[src/rtl/rat_pkg.sv]
// Shared encodings for the RAT control unit: FSM states, opcodes, ALU
// operation codes and the decoded control-strobe bundle.
package rat_pkg;

    typedef enum logic [1:0] {
        ST_INIT  = 2'd0,
        ST_FETCH = 2'd1,
        ST_EXEC  = 2'd2,
        ST_INTR  = 2'd3
    } state_t;

    // ALU operation codes; these values are also decoded by the ALU.
    localparam logic [3:0] ALU_ADD  = 4'h0;
    localparam logic [3:0] ALU_ADDC = 4'h1;
    localparam logic [3:0] ALU_SUB  = 4'h2;
    localparam logic [3:0] ALU_SUBC = 4'h3;
    localparam logic [3:0] ALU_CMP  = 4'h4;
    localparam logic [3:0] ALU_AND  = 4'h5;
    localparam logic [3:0] ALU_OR   = 4'h6;
    localparam logic [3:0] ALU_EXOR = 4'h7;
    localparam logic [3:0] ALU_TEST = 4'h8;
    localparam logic [3:0] ALU_LSL  = 4'h9;
    localparam logic [3:0] ALU_LSR  = 4'hA;
    localparam logic [3:0] ALU_ROL  = 4'hB;
    localparam logic [3:0] ALU_ROR  = 4'hC;
    localparam logic [3:0] ALU_ASR  = 4'hD;
    localparam logic [3:0] ALU_MOV  = 4'hE;

    localparam logic [1:0] PCM_BRANCH = 2'd0;
    localparam logic [1:0] PCM_RETURN = 2'd1;
    localparam logic [1:0] PCM_VECTOR = 2'd2;

    // Full 7-bit opcodes {IR[17:13], IR[1:0]}
    localparam logic [6:0] OP_AND   = 7'b0000000;
    localparam logic [6:0] OP_OR    = 7'b0000001;
    localparam logic [6:0] OP_EXOR  = 7'b0000010;
    localparam logic [6:0] OP_TEST  = 7'b0000011;
    localparam logic [6:0] OP_ADD   = 7'b0000100;
    localparam logic [6:0] OP_ADDC  = 7'b0000101;
    localparam logic [6:0] OP_SUB   = 7'b0000110;
    localparam logic [6:0] OP_SUBC  = 7'b0000111;
    localparam logic [6:0] OP_CMP   = 7'b0001000;
    localparam logic [6:0] OP_MOV   = 7'b0001001;
    localparam logic [6:0] OP_BRN   = 7'b0010000;
    localparam logic [6:0] OP_BREQ  = 7'b0010010;
    localparam logic [6:0] OP_BRNE  = 7'b0010011;
    localparam logic [6:0] OP_BRCS  = 7'b0010100;
    localparam logic [6:0] OP_BRCC  = 7'b0010101;
    localparam logic [6:0] OP_LSL   = 7'b0100000;
    localparam logic [6:0] OP_LSR   = 7'b0100001;
    localparam logic [6:0] OP_ROL   = 7'b0100010;
    localparam logic [6:0] OP_ROR   = 7'b0100011;
    localparam logic [6:0] OP_ASR   = 7'b0100100;
    localparam logic [6:0] OP_CLC   = 7'b0110000;
    localparam logic [6:0] OP_SEC   = 7'b0110001;
    localparam logic [6:0] OP_SEI   = 7'b0110100;
    localparam logic [6:0] OP_CLI   = 7'b0110101;
    localparam logic [6:0] OP_RETIE = 7'b0110111;

    // Immediate forms are identified by the upper five bits only.
    localparam logic [4:0] OPI_AND  = 5'b10000;
    localparam logic [4:0] OPI_OR   = 5'b10001;
    localparam logic [4:0] OPI_EXOR = 5'b10010;
    localparam logic [4:0] OPI_TEST = 5'b10011;
    localparam logic [4:0] OPI_ADD  = 5'b10100;
    localparam logic [4:0] OPI_ADDC = 5'b10101;
    localparam logic [4:0] OPI_SUB  = 5'b10110;
    localparam logic [4:0] OPI_SUBC = 5'b10111;
    localparam logic [4:0] OPI_CMP  = 5'b11000;
    localparam logic [4:0] OPI_MOV  = 5'b11011;

    typedef struct packed {
        logic       pc_inc;
        logic       pc_ld;
        logic [1:0] pc_mux_sel;
        logic       pc_save;
        logic       ir_ld;
        logic       rf_wr;
        logic       alu_opy_sel;
        logic [3:0] alu_sel;
        logic       flg_c_ld;
        logic       flg_z_ld;
        logic       flg_c_set;
        logic       flg_c_clr;
        logic       flg_shad_ld;
        logic       flg_ld_sel;
    } ctrl_t;

    // Strobes shared by every ALU instruction, derived from its operation class.
    function automatic ctrl_t alu_ctrl(input logic [3:0] sel, input logic imm);
        ctrl_t c;
        c             = '0;
        c.alu_sel     = sel;
        c.alu_opy_sel = imm;
        c.rf_wr       = (sel != ALU_CMP) && (sel != ALU_TEST);
        case (sel)
            ALU_AND, ALU_OR, ALU_EXOR, ALU_TEST: begin
                c.flg_z_ld  = 1'b1;
                c.flg_c_clr = 1'b1;
            end
            ALU_MOV: ;
            default: begin
                c.flg_c_ld = 1'b1;
                c.flg_z_ld = 1'b1;
            end
        endcase
        return c;
    endfunction

endpackage

[src/rtl/rat_decoder.sv]
// Combinational EXEC-cycle decode: opcode and current flags to datapath
// strobes, plus interrupt-enable set/clear requests.
module rat_decoder
    import rat_pkg::*;
(
    input  logic [6:0] opcode,
    input  logic       c_flag,
    input  logic       z_flag,
    output ctrl_t      ctrl,
    output logic       ie_set,
    output logic       ie_clr
);

    always_comb begin
        // NOTE: every output gets a default first so no path can infer a latch.
        ctrl   = '0;
        ie_set = 1'b0;
        ie_clr = 1'b0;
        if (opcode[6]) begin
            // Immediate forms: the two low bits belong to the immediate field.
            case (opcode[6:2])
                OPI_AND:  ctrl = alu_ctrl(ALU_AND,  1'b1);
                OPI_OR:   ctrl = alu_ctrl(ALU_OR,   1'b1);
                OPI_EXOR: ctrl = alu_ctrl(ALU_EXOR, 1'b1);
                OPI_TEST: ctrl = alu_ctrl(ALU_TEST, 1'b1);
                OPI_ADD:  ctrl = alu_ctrl(ALU_ADD,  1'b1);
                OPI_ADDC: ctrl = alu_ctrl(ALU_ADDC, 1'b1);
                OPI_SUB:  ctrl = alu_ctrl(ALU_SUB,  1'b1);
                OPI_SUBC: ctrl = alu_ctrl(ALU_SUBC, 1'b1);
                OPI_CMP:  ctrl = alu_ctrl(ALU_CMP,  1'b1);
                OPI_MOV:  ctrl = alu_ctrl(ALU_MOV,  1'b1);
                default:  ;
            endcase
        end else begin
            case (opcode)
                OP_AND:   ctrl = alu_ctrl(ALU_AND,  1'b0);
                OP_OR:    ctrl = alu_ctrl(ALU_OR,   1'b0);
                OP_EXOR:  ctrl = alu_ctrl(ALU_EXOR, 1'b0);
                OP_TEST:  ctrl = alu_ctrl(ALU_TEST, 1'b0);
                OP_ADD:   ctrl = alu_ctrl(ALU_ADD,  1'b0);
                OP_ADDC:  ctrl = alu_ctrl(ALU_ADDC, 1'b0);
                OP_SUB:   ctrl = alu_ctrl(ALU_SUB,  1'b0);
                OP_SUBC:  ctrl = alu_ctrl(ALU_SUBC, 1'b0);
                OP_CMP:   ctrl = alu_ctrl(ALU_CMP,  1'b0);
                OP_MOV:   ctrl = alu_ctrl(ALU_MOV,  1'b0);
                OP_LSL:   ctrl = alu_ctrl(ALU_LSL,  1'b0);
                OP_LSR:   ctrl = alu_ctrl(ALU_LSR,  1'b0);
                OP_ROL:   ctrl = alu_ctrl(ALU_ROL,  1'b0);
                OP_ROR:   ctrl = alu_ctrl(ALU_ROR,  1'b0);
                OP_ASR:   ctrl = alu_ctrl(ALU_ASR,  1'b0);
                OP_BRN:   ctrl.pc_ld = 1'b1;
                OP_BREQ:  ctrl.pc_ld = z_flag;
                OP_BRNE:  ctrl.pc_ld = !z_flag;
                OP_BRCS:  ctrl.pc_ld = c_flag;
                OP_BRCC:  ctrl.pc_ld = !c_flag;
                OP_CLC:   ctrl.flg_c_clr = 1'b1;
                OP_SEC:   ctrl.flg_c_set = 1'b1;
                OP_SEI:   ie_set = 1'b1;
                OP_CLI:   ie_clr = 1'b1;
                OP_RETIE: begin
                    ctrl.pc_ld      = 1'b1;
                    ctrl.pc_mux_sel = PCM_RETURN;
                    ctrl.flg_c_ld   = 1'b1;
                    ctrl.flg_z_ld   = 1'b1;
                    ctrl.flg_ld_sel = 1'b1;
                    ie_set          = 1'b1;
                end
                default:  ;
            endcase
        end
    end

endmodule

[src/rtl/rat_control_unit.sv]
// RAT CPU control unit: INIT/FETCH/EXEC/INTR sequencer, interrupt-enable
// register and output gating around the opcode decoder.
module rat_control_unit
    import rat_pkg::*;
(
    input  logic       clk,
    input  logic       reset,
    input  logic [6:0] opcode,
    input  logic       c_flag,
    input  logic       z_flag,
    input  logic       int_req,
    output logic       pc_inc,
    output logic       pc_ld,
    output logic [1:0] pc_mux_sel,
    output logic       pc_save,
    output logic       ir_ld,
    output logic       rf_wr,
    output logic       alu_opy_sel,
    output logic [3:0] alu_sel,
    output logic       flg_c_ld,
    output logic       flg_z_ld,
    output logic       flg_c_set,
    output logic       flg_c_clr,
    output logic       flg_shad_ld,
    output logic       flg_ld_sel,
    output logic       ie,
    output logic       rst
);

    state_t state;
    state_t state_nxt;
    ctrl_t  dec;
    ctrl_t  strb;
    logic   dec_ie_set;
    logic   dec_ie_clr;

    rat_decoder u_decoder (
        .opcode (opcode),
        .c_flag (c_flag),
        .z_flag (z_flag),
        .ctrl   (dec),
        .ie_set (dec_ie_set),
        .ie_clr (dec_ie_clr)
    );

    // NOTE: sequential state uses non-blocking assignments so every register samples pre-edge values.
    always_ff @(posedge clk) begin
        if (reset) state <= ST_INIT;
        else       state <= state_nxt;
    end

    // The interrupt decision sees IE before this instruction's own update.
    always_comb begin
        state_nxt = state;
        case (state)
            ST_INIT:  state_nxt = ST_FETCH;
            ST_FETCH: state_nxt = ST_EXEC;
            ST_EXEC:  state_nxt = (int_req && ie) ? ST_INTR : ST_FETCH;
            ST_INTR:  state_nxt = ST_FETCH;
            default:  state_nxt = ST_INIT;
        endcase
    end

    always_ff @(posedge clk) begin
        if (reset)                            ie <= 1'b0;
        else if (state == ST_INTR)            ie <= 1'b0;
        else if (state == ST_EXEC && dec_ie_set) ie <= 1'b1;
        else if (state == ST_EXEC && dec_ie_clr) ie <= 1'b0;
    end

    // Reset overrides the state so a mid-instruction reset writes nothing.
    always_comb begin
        strb = '0;
        rst  = 1'b0;
        if (reset) begin
            rst = 1'b1;
        end else begin
            case (state)
                ST_INIT:  rst = 1'b1;
                ST_FETCH: begin
                    strb.ir_ld  = 1'b1;
                    strb.pc_inc = 1'b1;
                end
                ST_EXEC:  strb = dec;
                ST_INTR:  begin
                    strb.pc_save     = 1'b1;
                    strb.pc_ld       = 1'b1;
                    strb.pc_mux_sel  = PCM_VECTOR;
                    strb.flg_shad_ld = 1'b1;
                end
                default:  ;
            endcase
        end
    end

    assign pc_inc      = strb.pc_inc;
    assign pc_ld       = strb.pc_ld;
    assign pc_mux_sel  = strb.pc_mux_sel;
    assign pc_save     = strb.pc_save;
    assign ir_ld       = strb.ir_ld;
    assign rf_wr       = strb.rf_wr;
    assign alu_opy_sel = strb.alu_opy_sel;
    assign alu_sel     = strb.alu_sel;
    assign flg_c_ld    = strb.flg_c_ld;
    assign flg_z_ld    = strb.flg_z_ld;
    assign flg_c_set   = strb.flg_c_set;
    assign flg_c_clr   = strb.flg_c_clr;
    assign flg_shad_ld = strb.flg_shad_ld;
    assign flg_ld_sel  = strb.flg_ld_sel;

endmodule

[config.mk]
export PLATFORM = sky130hd
export DESIGN_NAME = rat_control_unit
export DESIGN_NICKNAME = d
export VERILOG_FILES = /design/src/rtl/rat_pkg.sv /design/src/rtl/rat_decoder.sv /design/src/rtl/rat_control_unit.sv
export SDC_FILE = /design/constraint.sdc
export NUM_CORES = 1
export LEC_CHECK = 0
export BUFFER_PORTS_ARGS = -buffer_cell sky130_fd_sc_hd__buf_2
export CAP_MARGIN = 20
export CORE_MARGIN = 2
export CORE_UTILIZATION = 47
export DETAILED_ROUTE_END_ITERATION = 10
export HOLD_SLACK_MARGIN = 0.12
export PLACE_DENSITY = 0.79
export SLEW_MARGIN = 20
export SYNTH_ARGS = -nofsm -noshare
export SYNTH_HDL_FRONTEND = slang
export SYNTH_SLANG_ARGS = --single-unit
[constraint.sdc]
create_clock -name clk -period 1.4 [get_ports clk]
set_clock_uncertainty 0.05 [all_clocks]
set_input_delay 0 -clock clk [delete_from_list [all_inputs] [get_ports clk]]
set_output_delay 0 -clock clk [all_outputs]
set_load 0.03 [all_outputs]
Word-level counts from Yosys, hierarchy flattened
Cells that the tools add are included.
{ "word_totals": {"out_inout_bits": 20, "elab_cells": 80, "inputBits": 12, "reg_bits": 3} }
{ "op_classes": {"n_reduce_logical": 15, "mux": 26, "n_eq_ne": 37} }
{ "ops": {"columns": ["cell", "count"], "rows": [
  ["12-bit one-hot mux with 10 select lines", 1],
  ["6-bit one-hot mux with 15 select lines", 1],
  ["7-bit by 6-bit == test with 1-bit output (second input constant)", 10],
  ["5-bit == test (second input constant)", 10],
  ["7-bit by 5-bit == test with 1-bit output (second input constant)", 5],
  ["7-bit by 3-bit == test with 1-bit output (second input constant)", 4],
  ["18-bit two-way mux", 1],
  ["17-bit two-way mux", 1],
  ["7-bit by 2-bit == test with 1-bit output (second input constant)", 2],
  ["7-bit by 4-bit == test with 1-bit output (second input constant)", 2],
  ["1-bit two-way mux", 13],
  ["11-bit OR reduction", 1],
  ["10-bit two-way mux", 1],
  ["4-bit one-hot mux with 2 select lines", 1],
  ["2-bit OR reduction", 4],
  ["7-bit by 1-bit == test with 1-bit output (second input constant)", 1],
  ["7-bit zero test", 1],
  ["1-bit one-hot mux with 2 select lines", 3],
  ["2-bit one-hot mux with 3 select lines", 1],
  ["1-bit one-hot mux with 5 select lines", 1],
  ["5-bit OR reduction", 1],
  ["2-bit == test (second input constant)", 2],
  ["2-bit one-hot mux with 2 select lines", 1],
  ["4-bit OR reduction", 1],
  ["6 further kinds", 9]
]} }

Logic depth before layout (Yosys ltp)
{ "depth": {"word_depth": 6, "mapped_depth": 6, "depth_no_buf": 4} }

Cells and area by module
Synthesis repeated with hierarchy kept, for this count alone.
{ "hier_totals": {"cells_unflattened": 150, "hier_area_um2": 997.2} }
{ "modules_own_cells": {"columns": ["module", "cells_per_inst", "instances", "area_each_um2", "seq_area_each_um2"], "rows": [
  ["rat_decoder", 103, 1, 634.4, 0.0],
  ["rat_control_unit", 47, 1, 362.8, 60.1]
]} }

Worst setup path after synthesis
Ideal clock, no wire load.
{ "synth_path": {"kind": "register -> output", "start": "register state[1]", "end": "output port flg_c_ld", "path_buffers": 0, "required_ns": 1.350, "arrival_ns": 1.574, "slack_ns": -0.224, "path_stages_with_launch": 5, "path_cell_list": "dfxtp_1 inv_1 nor3_1 nand2_1 o21ai_0"} }
{ "synth_via": {"elab_chain_cells": 3} }
{ "synth_lines": {"columns": ["element", "line", "text"], "rows": [
  ["from (decl)", "rat_control_unit.sv:30", "state_t state;"],
  ["from (signal assigned)", "rat_control_unit.sv:49", "else state <= state_nxt;"],
  ["2-bit == test", "rat_control_unit.sv:78", "case (state)"],
  ["10-bit two-way mux", "rat_control_unit.sv:78", null],
  ["18-bit two-way mux", "rat_control_unit.sv:75", "if (reset) begin"],
  ["to (decl)", "rat_control_unit.sv:20", "output logic flg_c_ld,"]
]} }
Every way passes these cells.

Worst setup path after layout
Ends and elaborated chain as after synthesis.

==> qor.csv <==
metric;value;unit
list of most frequent post-synthesis cells;10 x nand2_1, 9 x a21oi_1, 9 x nor2_1;
drt drc;0;
Setup crit start;state[1];
MaxCap Viol Count;0;
worst-case clock buffer depth;2;
failing checks;setup timing;
YS warnings;0;
Final Max Tran Viols;0;
Avg Inst Size Synth;6.51;um2
Syn Nets;129;
1st-pass router iterations;4;
sequential area share after synthesis;7.88;%
vias per inst;6.21;
FF-to-FF Start;state[1];
antenna violations before repair;0;
Main synth FF type;dfxtp_1;
largest net degree at the start of global routing;18;
pwr dens;464;mW/mm2
NetSw;219;uW
Fin. Hold Viols;0;
worst skew pair latency;0.23;ns
largest fanout on the critical path;3;
total grt overflow;0;
worst rel slew slack;71.2;%
Fin Hold WS;0.216;ns
leak pwr;0.508;nW
Max stage delay on crit path;0.34;ns
Post-Syn Area;762;um2
register bit count reported by yosys;3;
number of clock buffers inserted by TritonCTS;3;
# diodes;0;
Power Internal;311;uW
critical path data arrival time;1.38;ns
DPL Wire Length;1730;um
Netlist cell types;43;
via count;1074;
Initial Util;50.6;%
Peak VDD IR;0.258;mV
Worst EP required;1.35;ns
leading post-synthesis cells by cell area;dfxtp_1 7.9%, a21oi_1 5.9%, buf_4 4.9%, nand2_1 4.9%, nor3_1 4.6%;
final net count;170;
row count;14;
ys async rst share;0;%
count leader, synth;nand2_1;
Switching Share;41.3;%
CTS H-Tree Depth;1;
DIE AREA;0.00196;mm2
clock group share of total power;29.4;%
TNS Setup;-0.0733;ns
CTS tree;done;
cell taking the most area after synthesis;dfxtp_1;
worst path bufs/invs;1;
Worst Path Class, Setup;reg -> out;
fmax;697;MHz
per-cell routed wire length;14.3;um
P&R area growth vs syn;49.9;%
Slew @ Worst Pin;0.430;ns
Worst Setup End Kind;output pin;
worst hold path startpoint;reset;
Min-Delay Path Class;in -> reg;
dpl ws;0.00626;ns
share of cells above drive strength 1;43.9;%
fillers;109;
gp weighted congestion;0.912;
clk sinks;3;
cells along the critical path;nor2b_4 -> nand2_2 -> a311o_1 -> o21ai_1 -> buf_4;
fin crit period;1.43;ns
share of the synthesized area in the top cell type;7.88;%
power share of the combinational group;51.9;%
Die H;44.3;um
I/O pins;32;
RSZ-0062 raised after global routing;yes;
CORE AREA;0.00151;mm2
DIE WIDTH;44.3;um
Iter 0 DRT Violations;26;
critical path's top delay family;compound AO/OA/AOI/OAI gates;
Mapped Cells;117;
first-pass GRT wire length;3830;um
vias in the first global route;893;
final setup vio count;3;
drt total wl;2470;um
setup ws final;-0.0342;ns
Clk pin slew, worst setup/hold paths;0.04;ns
Post-synth EDFFs;0;
status;finished with violations;
Worst setup SP type;flip-flop;
clk root buf;clkbuf_4;
fin crit share;102;%
Antenna Nets Post-Route;0;
Flop pwr share;18.8;%
port bufs;31;
CP max stage cell;dfxtp_2;
Tot GR Track Use;25.9;%
## logic make-up after synthesis
logic type | after synthesis | share of synthesized area, %
xor+xnor | 3 | 3.45
flops | 3 | 7.88
simple gates | 47 | 31.9
buf+inv | 22 | 15.4
fa+ha+maj | 1 | 1.31
compound gates | 39 | 37.4
mux | 2 | 2.63
## worst paths after layout
kind / end / slack [ns] / cells after the start
worst max-delay path: flg_c_ld / -0.03 / 5
worst min-delay path: state[1] / 0.22 / 3
worst max register to register: state[1] / 0.33 / 4
worst min register to register: state[1] / 0.50 / 1
## area by class of cell
type | count | area [um2] | share of cell area [%]
repair buffers | 51 | 345 | 30.2
well taps | 16 | 20.0 | 1.75
inverters | 7 | 26.3 | 2.30
multi-input cells | 92 | 662 | 57.9
clock buffers | 4 | 26.3 | 2.30
flip-flops and latches | 3 | 62.6 | 5.48
## placed cells by master, fill, tap and decap left out, types with 3 or more instances in the layout
cell	synthesis	layout
inv_1	7	6
xnor2_1	3	3
and3_1	3	3
a21oi_1	9	9
nand2_1	10	7
buf_2	6	20
nor3_1	7	3
nand4_1	4	4
clkbuf_4	0	3
o21bai_1	3	3
nor2_1	9	9
nor3_2	0	3
o21ai_0	7	6
buf_4	5	27
nand2b_1	4	4
## through the flow
step / power [mW] / cells / cell area, um2 / util [%]
2_1_floorplan: 0.272 / 117 / 802 / -
3_3_place_gp: 0.337 / 164 / 998 / 66.3
3_5_place_dp: 0.341 / 164 / 998 / 66.3
4_1_cts: 0.516 / 173 / 1100 / 72.9
5_1_grt: 0.561 / 173 / 1140 / 75.8
6_report: 0.529 / 173 / 1140 / 75.8
## flip-flops by register name, summed over array words and instances (netlist names)
register  cells
state         2
ie            1
## metal layers
layer	GRT usage [%]	share of wire, %	up-vias	wire [um]
met3	4.49	7.0	10	172
li1	-	-	515	-
met4	9.70	3.2	0	78
met5	0	0	-	0
met2	46.2	51	54	1260
met1	30.6	39	495	964
## repair_timing
action                     in CTS  in global routing
buffers inserted                3                  0
pin swaps                       4                  0
hold buffers                    2                  0
setup endpoints to repair      12                 11
gates resized for setup        11                 18
hold endpoints to repair        3                  0
## power by group through the flow
stage               combinational [mW]  clock, mW  sequential, mW
floorplan                        0.176          0          0.0966
global placement                 0.240          0          0.0969
detailed placement               0.243          0          0.0973
CTS                              0.260      0.159          0.0964
global route                     0.297      0.165          0.0997
finish                           0.275      0.156          0.0993
## worst min-delay path: stages
cell and delay (ns):
buf_2 0.17, nor3_2 0.08, a31o_2 0.20
(Power assumes the default switching activity.)
